## config.mk

```make
export PLATFORM = sky130hd
export DESIGN_NAME = seven_seg_scanner
export DESIGN_NICKNAME = d
export VERILOG_FILES = /design/src/rtl/seven_seg_scanner.sv
export SDC_FILE = /design/constraint.sdc
export NUM_CORES = 1
export LEC_CHECK = 0
export CAP_MARGIN = 40
export CORE_MARGIN = 4
export CORE_UTILIZATION = 35
export DETAILED_ROUTE_END_ITERATION = 6
export PLACE_DENSITY = 0.65
export SYNTH_ARGS = -nofsm -noshare
export SYNTH_HDL_FRONTEND = slang
export SYNTH_SLANG_ARGS = --single-unit
```

## constraint.sdc

```tcl
create_clock -name clk -period 4.6 [get_ports clk]
set_input_delay 0.92 -clock clk [delete_from_list [all_inputs] [get_ports clk]]
set_output_delay 0.92 -clock clk [all_outputs]
set_load 0.05 [all_outputs]
```

## src/rtl/seven_seg_scanner.sv

```systemverilog
// seven_seg_scanner: multiplexed common-anode hex display driver.
// Scans digits most-significant first, with per-digit enable, leading-zero
// blanking, PWM brightness, a dark gap at the start of every slot and
// frame-coherent capture of all display inputs.
module seven_seg_scanner #(
  parameter int NUM_DIGITS = 8,
  parameter int SCAN_DIV   = 8192,
  parameter int BRIGHT_W   = 4
) (
  input  logic                    clk,
  input  logic                    rst_n,
  input  logic [4*NUM_DIGITS-1:0] data,
  input  logic [NUM_DIGITS-1:0]   dp,
  input  logic [NUM_DIGITS-1:0]   digit_en,
  input  logic                    lz_blank,
  input  logic [BRIGHT_W-1:0]     brightness,
  output logic [6:0]              seg,
  output logic                    dp_n,
  output logic [NUM_DIGITS-1:0]   an,
  output logic                    frame_start
);

  localparam int PRE_W      = (SCAN_DIV > 1) ? $clog2(SCAN_DIV) : 1;
  localparam int IDX_W      = (NUM_DIGITS > 1) ? $clog2(NUM_DIGITS) : 1;
  localparam int DUTY_SHIFT = PRE_W - BRIGHT_W;

  localparam logic [PRE_W-1:0] PRE_MAX  = PRE_W'(SCAN_DIV - 1);
  localparam logic [IDX_W-1:0] LAST_IDX = IDX_W'(NUM_DIGITS - 1);

  // Scan position
  logic [PRE_W-1:0] pre_q;
  logic [IDX_W-1:0] idx_q;

  // Shadow copies of the inputs, refreshed once per frame
  logic [4*NUM_DIGITS-1:0] data_sh;
  logic [NUM_DIGITS-1:0]   dp_sh;
  logic [NUM_DIGITS-1:0]   en_sh;
  logic                    lz_sh;
  logic [BRIGHT_W-1:0]     bright_sh;

  // Values actually used for decode in the current cycle
  logic                    frame_cycle;
  logic [4*NUM_DIGITS-1:0] data_cur;
  logic [NUM_DIGITS-1:0]   dp_cur;
  logic [NUM_DIGITS-1:0]   en_cur;
  logic                    lz_cur;
  logic [BRIGHT_W-1:0]     bright_cur;

  logic [NUM_DIGITS-1:0]   zero_run;
  logic                    run_acc;
  logic [3:0]              nibble;
  logic                    zero_blank;
  logic                    duty_ok;
  logic                    drive;
  logic [6:0]              pattern;

  // Hex nibble to active-low {g,f,e,d,c,b,a} segment pattern
  function automatic logic [6:0] hex_to_seg(input logic [3:0] value);
    logic [6:0] result;
    case (value)
      4'h0:    result = 7'b1000000;
      4'h1:    result = 7'b1111001;
      4'h2:    result = 7'b0100100;
      4'h3:    result = 7'b0110000;
      4'h4:    result = 7'b0011001;
      4'h5:    result = 7'b0010010;
      4'h6:    result = 7'b0000010;
      4'h7:    result = 7'b1111000;
      4'h8:    result = 7'b0000000;
      4'h9:    result = 7'b0010000;
      4'hA:    result = 7'b0001000;
      4'hB:    result = 7'b0000011;
      4'hC:    result = 7'b1000110;
      4'hD:    result = 7'b0100001;
      4'hE:    result = 7'b0000110;
      default: result = 7'b0001110;
    endcase
    return result;
  endfunction

  // The frame-start cycle decodes straight from the live inputs so the new
  // frame's first slot already shows the values being captured
  always_comb begin
    frame_cycle = (pre_q == '0) && (idx_q == LAST_IDX);
    data_cur    = frame_cycle ? data       : data_sh;
    dp_cur      = frame_cycle ? dp         : dp_sh;
    en_cur      = frame_cycle ? digit_en   : en_sh;
    lz_cur      = frame_cycle ? lz_blank   : lz_sh;
    bright_cur  = frame_cycle ? brightness : bright_sh;
  end

  // zero_run[i] is set when every nibble from the leftmost digit down to i is zero
  always_comb begin
    run_acc  = 1'b1;
    zero_run = '0;
    for (int i = NUM_DIGITS - 1; i >= 0; i--) begin
      run_acc     = run_acc & (data_cur[4*i +: 4] == 4'h0);
      zero_run[i] = run_acc;
    end
  end

  // Decide whether the current digit is lit and what it shows
  always_comb begin
    nibble     = data_cur[{idx_q, 2'b00} +: 4];
    zero_blank = lz_cur && (idx_q != '0) && zero_run[idx_q];
    duty_ok    = (pre_q >> DUTY_SHIFT) <= PRE_W'(bright_cur);
    drive      = en_cur[idx_q] && !zero_blank && (pre_q != '0) && duty_ok;
    pattern    = hex_to_seg(nibble);
  end

  // Prescaler, digit index and once-per-frame shadow capture
  always_ff @(posedge clk or negedge rst_n) begin
    if (!rst_n) begin
      pre_q     <= '0;
      idx_q     <= LAST_IDX;
      data_sh   <= '0;
      dp_sh     <= '0;
      en_sh     <= '0;
      lz_sh     <= 1'b0;
      bright_sh <= '0;
    end else begin
      if (pre_q == PRE_MAX) begin
        pre_q <= '0;
        idx_q <= (idx_q == '0) ? LAST_IDX : idx_q - IDX_W'(1);
      end else begin
        pre_q <= pre_q + PRE_W'(1);
      end
      if (frame_cycle) begin
        data_sh   <= data;
        dp_sh     <= dp;
        en_sh     <= digit_en;
        lz_sh     <= lz_blank;
        bright_sh <= brightness;
      end
    end
  end

  // Registered pin drivers; a dark digit releases every cathode and anode
  always_ff @(posedge clk or negedge rst_n) begin
    if (!rst_n) begin
      an          <= '1;
      seg         <= 7'h7F;
      dp_n        <= 1'b1;
      frame_start <= 1'b0;
    end else begin
      frame_start <= frame_cycle;
      if (drive) begin
        an   <= ~(NUM_DIGITS'(1) << idx_q);
        seg  <= pattern;
        dp_n <= ~dp_cur[idx_q];
      end else begin
        an   <= '1;
        seg  <= 7'h7F;
        dp_n <= 1'b1;
      end
    end
  end

endmodule

```

==> run_results.csv <==
group,metric,value,unit
grt,antenna_found_initial,0,
cts,cts.sinks,86,
detailed_routing,ant_nets,0,
sta,max_freq,263.2,MHz
grt,grt_usage,15.78,%
pwr,fin_total_pwr,1.654,mW
finish,num_antenna_cells,0,
placed_design,dp_cells,669,
detailed_routing,finalWirelength,10800,um
hold_path,hold_path.class,"reg2reg",
worst_setup_path,slowest_delay,660,ps
logic_synthesis,async_reset_ff_share,100.0,%
detailed_routing,drc,0,
detailed_routing,firstDrtPassIters,6,
finish,drive_above_1_share,17.15,%
pwr,leakagePower,2.416,nW
detailed_routing,vias,3369,
worst_setup_path,crit_type,"reg2reg",
logic_synthesis,synth_ff_type,"dfrtp_1",
floorplanning,initial_core_util,35.75,%
grt,grt_start_max_net_pins,57,
floorplanning,die_h,121.5,um
worst_setup_path,crit_buf_inv,1,
worst_setup_path,path_common_cell,"ha_1",
sta,slew_violations,0,
worst_setup_path,path_cells,"ha_1, and2_1, nand4_4, buf_4, mux2i_1, ha_1, o21ai_0, nand2b_1, a21oi_1, a41oi_1, a31oi_1, and3_1, o211ai_1",
sta,worst_slew_pin_slew,551.3,ps
cts,cts_max_level,3,
finish,area_growth,27.48,%
cts,clockBufferDepth,2,
worst_setup_path,path_max_fanout,21,
logic_synthesis,yosysSeqAreaShare,48.23,%
logic_synthesis,yosysWarnings,0,
logic_synthesis,synth_area_per_cell,10.32,um^2
sta,hold_viol_final,0,
cts,cts_hold_buf,0,
worst_setup_path,endpoint_kind,"flop",
finish,nNetsFinal,580,
cts,cts_resized,0,
grt,grt_first_pass_wirelength,18040,um
logic_synthesis,syn-cell-area,4512,um^2
outcome,status,"completed",
floorplanning,die_area,14770,um^2
sta,fin_crit_sh,82.59,%
detailed_routing,viasPerCell,4.918,
pwr,ir_worst_vdd,0.1379,mV
logic_synthesis,synth_edf_count,0,
placed_design,gp_congestion,0.8068,
floorplanning,num_io_pins,72,
floorplanning,core,12620,um^2
worst_setup_path,start_kind,"flop",
worst_setup_path,slowest_stage,"dfstp_2",
worst_setup_path,crit_family,"simple AND/OR/NAND/NOR gates",
sta,maxSlewHeadroom,63.25,%
cts,clock_latency,340,ps
sta,tns,0,ps
floorplanning,die_x,121.5,um
sta,rsz0062_at_grt,"false",
grt,overflow,0,
logic_synthesis,syn_inst,437,
sta,fin_skew,6.357,ps
finish,mostFrequentLayoutCell,"nand2_1",
logic_synthesis,synth-seq-cells,86,
placed_design,port_buffers,71,
cts,cts_tree,"built",
detailed_routing,wl_per_cell,15.77,um
pwr,power_density,287.6,nW/um^2
worst_setup_path,crit_path_start,"idx_q[1]",
logic_synthesis,synth.net_count,509,
cts,cts_setup_buffers,0,
cts,clkTransAtPathRegs,60,ps
worst_setup_path,cp.required,4830,ps
logic_synthesis,ys_types,49,
detailed_routing,drt_iter0_markers,242,
cts,cts_made_buffers,9,
finish,final_cell_mix,"118 x nand2_1, 70 x clkdlybuf4s50_1, 67 x dfrtp_1, 28 x nor2_1, 20 x nand3_1",
sta,period_minus_slack,3799,ps
worst_setup_path,r2r_start,"idx_q[1]",
cts,clock-root-buffer,"clkbuf_16",
grt,grt_pass1_vias,3492,
floorplanning,rows,41,
worst_setup_path,cp.arrival,4030,ps
placed_design,hpwl,8091,um
sta,setup-violations-final,0,
finish,fin_util,45.58,%
run,cap_violations,0,
hold_path,hold_start,"dp_sh[4]",
finish,stdcell_count,685,
finish,n_fill_cell,1231,
==> stage by stage <==
step,setup slack [ps],cell area [um^2],hold WS [ps]
after floorplan,1109,4512,434.4
after global placement,896.7,5386,450.7
after detailed placement,772.8,5441,456.3
after CTS,749.5,5752,472.8
after global routing,435.0,5752,486.6
final,800.6,5752,470.8
==> registers in the layout (all words and copies together) (netlist names) <==
signal and flops:
idx_q 3, pre_q 13, frame_start 1, lz_sh 1
dp_n 1, seg 7, an 8, bright_sh 4
en_sh 8, data_sh 32, dp_sh 8
==> cell type report <==
class | count | area (um^2) | area share (%)
Multi-Input combinational cell | 315 | 2175 | 37.81
Clock inverter | 5 | 35.03 | 0.6091
Clock buffer | 11 | 275.3 | 4.786
Timing Repair Buffer | 80 | 815.8 | 14.18
Inverter | 16 | 60.06 | 1.044
Sequential cell | 86 | 2176 | 37.83
Tap cell | 172 | 215.2 | 3.742
==> routing by layer <==
metal | wire, um | track usage [%]
met1 | 4933 | 21.80
met2 | 5205 | 24.70
met3 | 467 | 2.971
met4 | 195 | 6.162
met5 | 0 | 0
==> report_power, final <==
| part | internal, mW | switching, mW |
|---|---|---|
| clock network | 0.434 | 0.310 |
| logic | 0.0677 | 0.0625 |
| registers | 0.774 | 0.00491 |
| total | 1.28 | 0.378 |
==> logic make-up after synthesis <==
| group | synth area share [%] |
|---|---|
| AND/OR/NAND/NOR | 22.63 |
| flip-flops | 48.23 |
| multiplexers | 13.39 |
| buffers and inverters | 3.577 |
| AO/OA/AOI/OAI | 5.324 |
| adder cells (fa/ha/maj) | 4.714 |
| XOR/XNOR | 2.135 |
==> worst register-to-register path, cell delays in order (launching register included) <==
cell and delay, ps:
dfstp_2 660, ha_1 200, and2_1 220, nand4_4 370, buf_4 340, mux2i_1 260
ha_1 300, o21ai_0 90, nand2b_1 80, a21oi_1 150, a41oi_1 80, a31oi_1 220
and3_1 540, o211ai_1 190
==> worst paths after layout <==
check | cells past startpoint | slack [ps] | end
worst min register to register | 2 | 470 | dp_sh[4]
max in group asynchronous | 2 | 3410 | seg[1]
worst max register to register | 13 | 800 | seg[4]
min in group asynchronous | 1 | 520 | dp_sh[1]
worst min-delay path | 2 | 470 | dp_sh[4]
worst max-delay path | 13 | 800 | seg[4]
==> synthesized netlist by cell type, drive strengths merged (3+ instances only) <==
cell	n	area (um^2)
nand2	118	442.9
o21ai	3	15.01
nor4	14	123.9
xnor2	7	61.31
a22oi	5	47.54
mux4	9	202.7
inv	15	56.30
xor2	4	35.03
mux2	24	281.5
dfstp	19	499.2
o211ai	8	73.82
dfrtp	67	1677
buf	10	63.80
and4	4	35.03
ha	17	212.7
nand2b	3	18.77
clkbuf	10	37.54
nor2	28	105.1
nor3	4	20.02
a21oi	9	45.04
mux2i	12	120.1
nor2b	4	32.53
and3	4	25.02
nand3	21	117.6
Note: power is estimated with default switching activity, not from simulation.
